$ cat config.mk
export PLATFORM = sky130hd
export DESIGN_NAME = vga_timing_gen
export DESIGN_NICKNAME = d
export VERILOG_FILES = /design/src/rtl/vga_timing_gen.sv
export SDC_FILE = /design/constraint.sdc
export NUM_CORES = 1
export LEC_CHECK = 0
export ABC_AREA = 0
export BUFFER_PORTS_ARGS = -buffer_cell sky130_fd_sc_hd__buf_2
export CAP_MARGIN = 20
export CORE_MARGIN = 10
export CORE_UTILIZATION = 50
export CTS_CLUSTER_SIZE = 10
export DETAILED_ROUTE_END_ITERATION = 10
export GPL_TIMING_DRIVEN = 1
export PLACE_DENSITY = 0.83
export SKIP_CTS_REPAIR_TIMING = 1
export SYNTH_ARGS = -nofsm -noshare
export SYNTH_HDL_FRONTEND = slang
export SYNTH_SLANG_ARGS = --single-unit
$ cat constraint.sdc
create_clock -name vga_pclk -period 2.08 [get_ports vga_pclk]
set_clock_uncertainty 0.1 [all_clocks]
set_input_delay 0.208 -clock vga_pclk [delete_from_list [all_inputs] [get_ports vga_pclk]]
set_output_delay 0.208 -clock vga_pclk [all_outputs]
set_load 0.02 [all_outputs]
$ cat src/rtl/vga_timing_gen.sv
// vga_timing_gen: parametrised raster timing generator.
// Produces registered hsync/vsync, data-enable, pixel coordinates and
// line/frame start strobes from a pair of free-running h/v counters.
// Line and frame order: sync, back porch, active, front porch.
// Optional feature macro: VGA_TIMING_PREFETCH_EN. When it is defined,
// pix_req/req_x/req_y lead vga_de by PREFETCH cycles. When it is not
// defined, these outputs are tied to 0.
module vga_timing_gen #(
  parameter int H_ACTIVE  = 640,
  parameter int H_F_PORCH = 16,
  parameter int H_SYNC    = 96,
  parameter int H_B_PORCH = 48,
  parameter int V_ACTIVE  = 480,
  parameter int V_F_PORCH = 10,
  parameter int V_SYNC    = 2,
  parameter int V_B_PORCH = 33,
  parameter bit HS_POL    = 1'b0,
  parameter bit VS_POL    = 1'b0,
  parameter int CNT_W     = 12,
  parameter int PREFETCH  = 4
) (
  input  logic             vga_pclk,
  input  logic             sys_rst,
  input  logic             timing_en,
  output logic             vga_hsync,
  output logic             vga_vsync,
  output logic             vga_de,
  output logic [CNT_W-1:0] vga_x,
  output logic [CNT_W-1:0] vga_y,
  output logic             line_start,
  output logic             frame_start,
  output logic             pix_req,
  output logic [CNT_W-1:0] req_x,
  output logic [CNT_W-1:0] req_y
);

  localparam int H_TOTAL = H_SYNC + H_B_PORCH + H_ACTIVE + H_F_PORCH;
  localparam int V_TOTAL = V_SYNC + V_B_PORCH + V_ACTIVE + V_F_PORCH;

  localparam logic [CNT_W-1:0] H_LAST  = CNT_W'(H_TOTAL - 1);
  localparam logic [CNT_W-1:0] V_LAST  = CNT_W'(V_TOTAL - 1);
  localparam logic [CNT_W-1:0] H_SYNCE = CNT_W'(H_SYNC);
  localparam logic [CNT_W-1:0] V_SYNCE = CNT_W'(V_SYNC);
  localparam logic [CNT_W-1:0] HA0     = CNT_W'(H_SYNC + H_B_PORCH);
  localparam logic [CNT_W-1:0] HA1     = CNT_W'(H_SYNC + H_B_PORCH + H_ACTIVE);
  localparam logic [CNT_W-1:0] VA0     = CNT_W'(V_SYNC + V_B_PORCH);
  localparam logic [CNT_W-1:0] VA1     = CNT_W'(V_SYNC + V_B_PORCH + V_ACTIVE);

  // A lead larger than sync+back porch would make a request cross into
  // the previous line, which the reader cannot handle.
  if (PREFETCH < 0 || PREFETCH > H_SYNC + H_B_PORCH) begin : g_prefetch_range
    $error("vga_timing_gen: PREFETCH must be within 0..H_SYNC+H_B_PORCH");
  end

  logic [CNT_W-1:0] h_cnt_q, h_cnt_d;
  logic [CNT_W-1:0] v_cnt_q, v_cnt_d;
  logic             h_act, v_act;

  logic             hsync_q, hsync_d;
  logic             vsync_q, vsync_d;
  logic             de_q, de_d;
  logic [CNT_W-1:0] x_q, x_d;
  logic [CNT_W-1:0] y_q, y_d;
  logic             line_start_q, line_start_d;
  logic             frame_start_q, frame_start_d;

  // Counter advance: h every enabled cycle, v on h wrap; disabled parks at (0,0).
  always_comb begin
    h_cnt_d = h_cnt_q;
    v_cnt_d = v_cnt_q;
    if (!timing_en) begin
      h_cnt_d = '0;
      v_cnt_d = '0;
    end else if (h_cnt_q == H_LAST) begin
      h_cnt_d = '0;
      v_cnt_d = (v_cnt_q == V_LAST) ? '0 : v_cnt_q + CNT_W'(1);
    end else begin
      h_cnt_d = h_cnt_q + CNT_W'(1);
    end
  end

  // Output decode from the current counters; disabled forces reset values.
  always_comb begin
    h_act         = (h_cnt_q >= HA0) && (h_cnt_q < HA1);
    v_act         = (v_cnt_q >= VA0) && (v_cnt_q < VA1);
    hsync_d       = ~HS_POL;
    vsync_d       = ~VS_POL;
    de_d          = 1'b0;
    x_d           = '0;
    y_d           = '0;
    line_start_d  = 1'b0;
    frame_start_d = 1'b0;
    if (timing_en) begin
      hsync_d       = (h_cnt_q < H_SYNCE) ? HS_POL : ~HS_POL;
      vsync_d       = (v_cnt_q < V_SYNCE) ? VS_POL : ~VS_POL;
      de_d          = h_act && v_act;
      line_start_d  = (h_cnt_q == '0);
      frame_start_d = (h_cnt_q == '0) && (v_cnt_q == '0);
      if (h_act && v_act) begin
        x_d = h_cnt_q - HA0;
        y_d = v_cnt_q - VA0;
      end
    end
  end

  // Counter and output registers with asynchronous reset.
  always_ff @(posedge vga_pclk or posedge sys_rst) begin
    if (sys_rst) begin
      h_cnt_q       <= '0;
      v_cnt_q       <= '0;
      hsync_q       <= ~HS_POL;
      vsync_q       <= ~VS_POL;
      de_q          <= 1'b0;
      x_q           <= '0;
      y_q           <= '0;
      line_start_q  <= 1'b0;
      frame_start_q <= 1'b0;
    end else begin
      h_cnt_q       <= h_cnt_d;
      v_cnt_q       <= v_cnt_d;
      hsync_q       <= hsync_d;
      vsync_q       <= vsync_d;
      de_q          <= de_d;
      x_q           <= x_d;
      y_q           <= y_d;
      line_start_q  <= line_start_d;
      frame_start_q <= frame_start_d;
    end
  end

  assign vga_hsync   = hsync_q;
  assign vga_vsync   = vsync_q;
  assign vga_de      = de_q;
  assign vga_x       = x_q;
  assign vga_y       = y_q;
  assign line_start  = line_start_q;
  assign frame_start = frame_start_q;

`ifdef VGA_TIMING_PREFETCH_EN
  // The request window is the active window shifted PREFETCH cycles earlier
  // on the same line.
  localparam logic [CNT_W-1:0] R0 = CNT_W'(H_SYNC + H_B_PORCH - PREFETCH);
  localparam logic [CNT_W-1:0] R1 = CNT_W'(H_SYNC + H_B_PORCH - PREFETCH + H_ACTIVE);

  logic             req_q, req_d;
  logic [CNT_W-1:0] req_x_q, req_x_d;
  logic [CNT_W-1:0] req_y_q, req_y_d;

  // Prefetch window decode; coordinates are zero outside the window.
  always_comb begin
    req_d   = 1'b0;
    req_x_d = '0;
    req_y_d = '0;
    if (timing_en && v_act && (h_cnt_q >= R0) && (h_cnt_q < R1)) begin
      req_d   = 1'b1;
      req_x_d = h_cnt_q - R0;
      req_y_d = v_cnt_q - VA0;
    end
  end

  // Prefetch output registers, aligned with the display outputs.
  always_ff @(posedge vga_pclk or posedge sys_rst) begin
    if (sys_rst) begin
      req_q   <= 1'b0;
      req_x_q <= '0;
      req_y_q <= '0;
    end else begin
      req_q   <= req_d;
      req_x_q <= req_x_d;
      req_y_q <= req_y_d;
    end
  end

  assign pix_req = req_q;
  assign req_x   = req_x_q;
  assign req_y   = req_y_q;
`else
  assign pix_req = 1'b0;
  assign req_x   = '0;
  assign req_y   = '0;
`endif

endmodule

# ---- Yosys cells after proc, flatten, opt, wreduce, memory -nomap -nowiden
# Cells that the tools add are included.
# W data, S select, Z words.
dict set report totals {
  input_bits 3
  register_bits 53
  elab_cells 44
}
dict set report op_classes {
  reduce_logical 6
  n_eq_ne 3
  n_addsub 4
  mux 16
  magnitude_cmp 6
}
# cell n
set ops {}
lappend ops {{$mux W12} 9}
lappend ops {{$add A12 B1 Y12 const B} 2}
lappend ops {{$eq A12 B10 Y1 const B} 2}
lappend ops {{$logic_not A12 Y1} 2}
lappend ops {{$lt A12 B10 Y1 const B} 2}
lappend ops {{$ge A12 B6 Y1 const B} 1}
lappend ops {{$ge A12 B8 Y1 const B} 1}
lappend ops {{$lt A12 B2 Y1 const B} 1}
lappend ops {{$lt A12 B7 Y1 const B} 1}
lappend ops {{$sub A12 B6 Y12 const B} 1}
lappend ops {{$sub A12 B8 Y12 const B} 1}
lappend ops {{$mux W1} 7}
lappend ops {{$logic_and A1 B1 Y1} 4}
lappend ops {{$ne A2 B1 Y1 const B} 1}

# ---- Longest topological paths before layout
dict set report logic_depth {
  ltp_word 5
  ltp_mapped 7
  mapped_depth_nobuf 6
}

# ---- Least setup slack after synthesis
# No wires, ideal clock.
dict set report synth_path {
  kind {flip-flop to flip-flop}
  startpoint {register v_cnt_q[0]}
  endpoint {register v_cnt_q[10]}
  stages_incl_launch_ff 8
  path_buffers 1
  arrival_ns 1.924
  synth_period_minus_slack_ns 2.145
  slack_ns -0.065
  cell_sequence {dfrtp_1 > inv_1 > ha_1 > or3b_2 > or3_1 > and2_1 > buf_6 > a41o_1}
}
dict set report synth_between {
  elab_chain_len 4
}
# element line
set synth_lines {}
lappend synth_lines {{start, declared} 56} ;# logic [CNT_W-1:0] v_cnt_q, v_cnt_d;
lappend synth_lines {{start signal, assigned} 120} ;# v_cnt_q <= v_cnt_d;
lappend synth_lines {{$add A12 B1 Y12 or $eq A12 B10 Y1 (tied branches)} 76} ;# v_cnt_d = (v_cnt_q == V_LAST) ? '0 : v_cnt_q + CNT_W'(1);
lappend synth_lines {{$mux W12 *} 76}
lappend synth_lines {{$mux W12 *} 74} ;# end else if (h_cnt_q == H_LAST) begin
lappend synth_lines {{$mux W12 *} 71} ;# if (!timing_en) begin
# Mark *: on every way between the ends. The rest lies on a longest branch, timed or not. The select of a mux whose other input is x is not followed.
# A chain may end at the register's enable or synchronous reset.

# ---- Worst setup path after layout
dict set report layout_path {
  startpoint {register h_cnt_q[5]}
  endpoint {register v_cnt_q[9]}
}
dict set report layout_between {
  elab_chain_len 2
}
# element line
set layout_lines {}
lappend layout_lines {{start, declared} 55} ;# logic [CNT_W-1:0] h_cnt_q, h_cnt_d;
lappend layout_lines {{start signal, assigned} 119} ;# h_cnt_q <= h_cnt_d;
lappend layout_lines {{$eq A12 B10 Y1} 74}
lappend layout_lines {{$ne A2 B1 Y1 (no line)} --}
# Every way passes these cells.

==> metrics.cfg <==
[synthesis]
synth.yosys.seq_area_share_pct=46.7
yosys.cell_types.count=52
synthMuxAreaShare_pct=0.704
synth-edff-count=0
yosysWarnings=0
ys_ff_latch=53
synth.avg_cell_area_sq_um=9.71
yosys.area_share.adder_pct=3.52
synth_cells=293
synth_xor_xnor_area_share_pct=5.23
synth_flop_cell=dfrtp_1
syn-cell-area_sq_mm=0.00285
synth-async-reset-ratio_pct=100
synth_top_family_by_area=simple AND/OR/NAND/NOR gates
synth_compound_area_share_pct=11.4
yosys.area_share.simple_pct=21.2

[setup_path]
critical_path_buf_inv_count=2
reg2reg_slack_ps=70
crit_arrival_ps=2110
reg2reg_depth=7
required_ps=2180
timing.rr.end=v_cnt_q[9]
crit_chain=inv_1, ha_1, nand4b_1, o31ai_2, buf_4, o21ai_0, a22o_1
cp-end-kind=register
r2r-start=h_cnt_q[5]
worstSetupPathType=register to register
cp_slowest_cell=dfrtp_1
critPathLaunchType=register
max_stage_delay_ps=410
cp_top_family=compound AO/OA/AOI/OAI gates
worstPathMaxFanout=9

[cells_and_area]
nets=352
multi_input_area_sq_mm=0.00135
utilization_pct=59.4
drive_above_1_share_pct=25.1
layout.cells.most_common=dfrtp_1
layout.area.seq_sq_mm=0.00133
diodes=0
fillers=425
syn2layout_area_growth_pct=15.0
most-common-layout-cells=dfrtp_1 (51), buf_2 (31), buf_4 (27), nor3_1 (26), conb_1 (26)

[die]
dieArea_sq_mm=0.00911
io_pins=57
fp.dieH_um=95.4
start_util_pct=51.7
die_w_um=95.4
rows=27
core-area_sq_mm=0.00551

[timing]
max_freq_ghz=0.498
slew_violations=0
fin_crit_sh_pct=96.5
finalSetupViolations=0
fin_crit_ps=2010
finalHoldViolations=0
worstMarginPinSlew_ps=572
worst_slack_ps=73.3
tns_ps=0
maxSlewHeadroom_pct=61.8

[power_and_ir_drop]
internal_power_mw=1.31
combPwrFrac_pct=8.3
powerDensity_mw_per_mm2=535
peakVddDrop_uv=232
switching_share_pct=25.0
total_power_mw=1.75
pwr-share-clk_pct=31.8
power_switching_mw=0.438
p_leak_nw=1.63
seqPwrFrac_pct=59.9

[route]
totalWireLength_um=6350
wl_per_cell_um=15.3
first_pass_iters=4
drcViolationCount=0
postRouteAntennaNets=0
viasPerCell=5.39
drt_iter0_drc=242
vias=2233

[cts]
numClockSinks=53
clock_latency_ps=310
cts_max_path_buffers=2
cts_buffers=5
htree_levels=2
clkTransAtPathRegs_ps=100
clock-root-buffer=clkbuf_8
cts_tree=yes

[global_routing]
global_route.overflow_total=0
grt_pass1_vias=2220
grt_start_max_net_pins=30
antenna_found_initial=0
gr-usage-all-layers_pct=14.3
grt_pass1_wl_um=10400

[place]
hpwlAfterDp_um=4880
routabilityCongestion=0.865
port_buffers=31
pre_cts_ws_ps=52.2

[hold_path]
hp-class=input pin to register
hold_depth=2
hp-start=timing_en
min_to=vga_vsync

[outcome]
outcome=complete, no violations

[flow_run]
max_cap_viol_count=0

[how the worst max path moves through the flow]
stage,from,end,slack [ps],cells past startpoint
2_1_floorplan,v_cnt_q[0],v_cnt_q[10],50,7
3_3_place_gp,v_cnt_q[1],v_cnt_q[10],100,6
6_report,h_cnt_q[5],v_cnt_q[9],70,7
4_1_cts,v_cnt_q[1],v_cnt_q[10],20,6
3_5_place_dp,v_cnt_q[1],v_cnt_q[10],50,6
5_1_grt,h_cnt_q[5],v_cnt_q[11],-10,7
[layout make-up]
class | instances | area share, %
clock inverter | 2 | 0.306
clock buffer | 6 | 2.22
timing repair buffer | 60 | 11.9
tap | 72 | 2.75
multi-input combinational | 211 | 41.1
inverter | 10 | 1.15
sequential | 53 | 40.6
[kinds of logic (layout without fill, tap and decap cells)]
group | after synthesis | in the layout
and+or+nand+nor | 111 | 111
DFF | 53 | 53
buffers and inverters | 54 | 78
AOI/OAI and AO/OA | 47 | 47
xor gates and xnor gates | 17 | 17
muxes | 2 | 2
other | 1 | 26
adders and majority gates | 8 | 8
[power groups by stage]
stage / Combinational [mW] / Sequential [mW] / Clock (mW)
detailed placement: 0.136 / 1.07 / 0
global route: 0.161 / 1.05 / 0.598
finish: 0.145 / 1.05 / 0.557
CTS: 0.136 / 1.05 / 0.560
floorplan: 0.124 / 1.08 / 0
global placement: 0.134 / 1.07 / 0
[synth_stat cells, types with 3 or more instances]
library cell	count	area share (%)
xnor2_1	13	4.0
nor4_1	7	1.5
nand2_1	16	2.1
a31oi_1	4	0.88
nor3_1	27	4.7
nand3_1	10	1.8
buf_4	25	6.6
nor2_1	13	1.7
clkbuf_1	12	1.6
o21ai_0	10	1.8
inv_1	10	1.3
xor2_1	4	1.2
nor3b_1	3	0.79
a22o_1	4	1.2
nand2b_1	6	1.3
ha_1	8	3.5
buf_2	4	0.70
nand4_1	3	0.66
a21oi_1	10	1.8
or3_1	7	1.5
and3_1	5	1.1
and2_1	4	0.88
or2_2	3	0.66
o31ai_1	3	0.79
dfrtp_1	51	45
[metrics by stage]
stage	std cells	hold WS [ps]	instance area [sq um]
5_1_grt	414	142	3270
6_report	414	136	3270
4_1_cts	413	-135	3210
3_5_place_dp	405	195	3130
2_1_floorplan	318	355	2940
3_3_place_gp	405	187	3130
[registers in the layout (all words and copies together) (netlist names)]
name         count
frame_start      1
h_cnt_q         12
line_start       1
v_cnt_q         12
vga_de           1
vga_hsync        1
vga_vsync        1
vga_x           12
vga_y           12
[layer usage]
layer	track usage [%]	part of all wire [%]	vias to the layer above
met1	17.5	44	1063
met5	0	0	-
met4	6.14	1.8	0
met3	3.53	7.5	9
li1	-	-	1072
met2	23.4	47	89
Power figures use the tool's default switching activity.
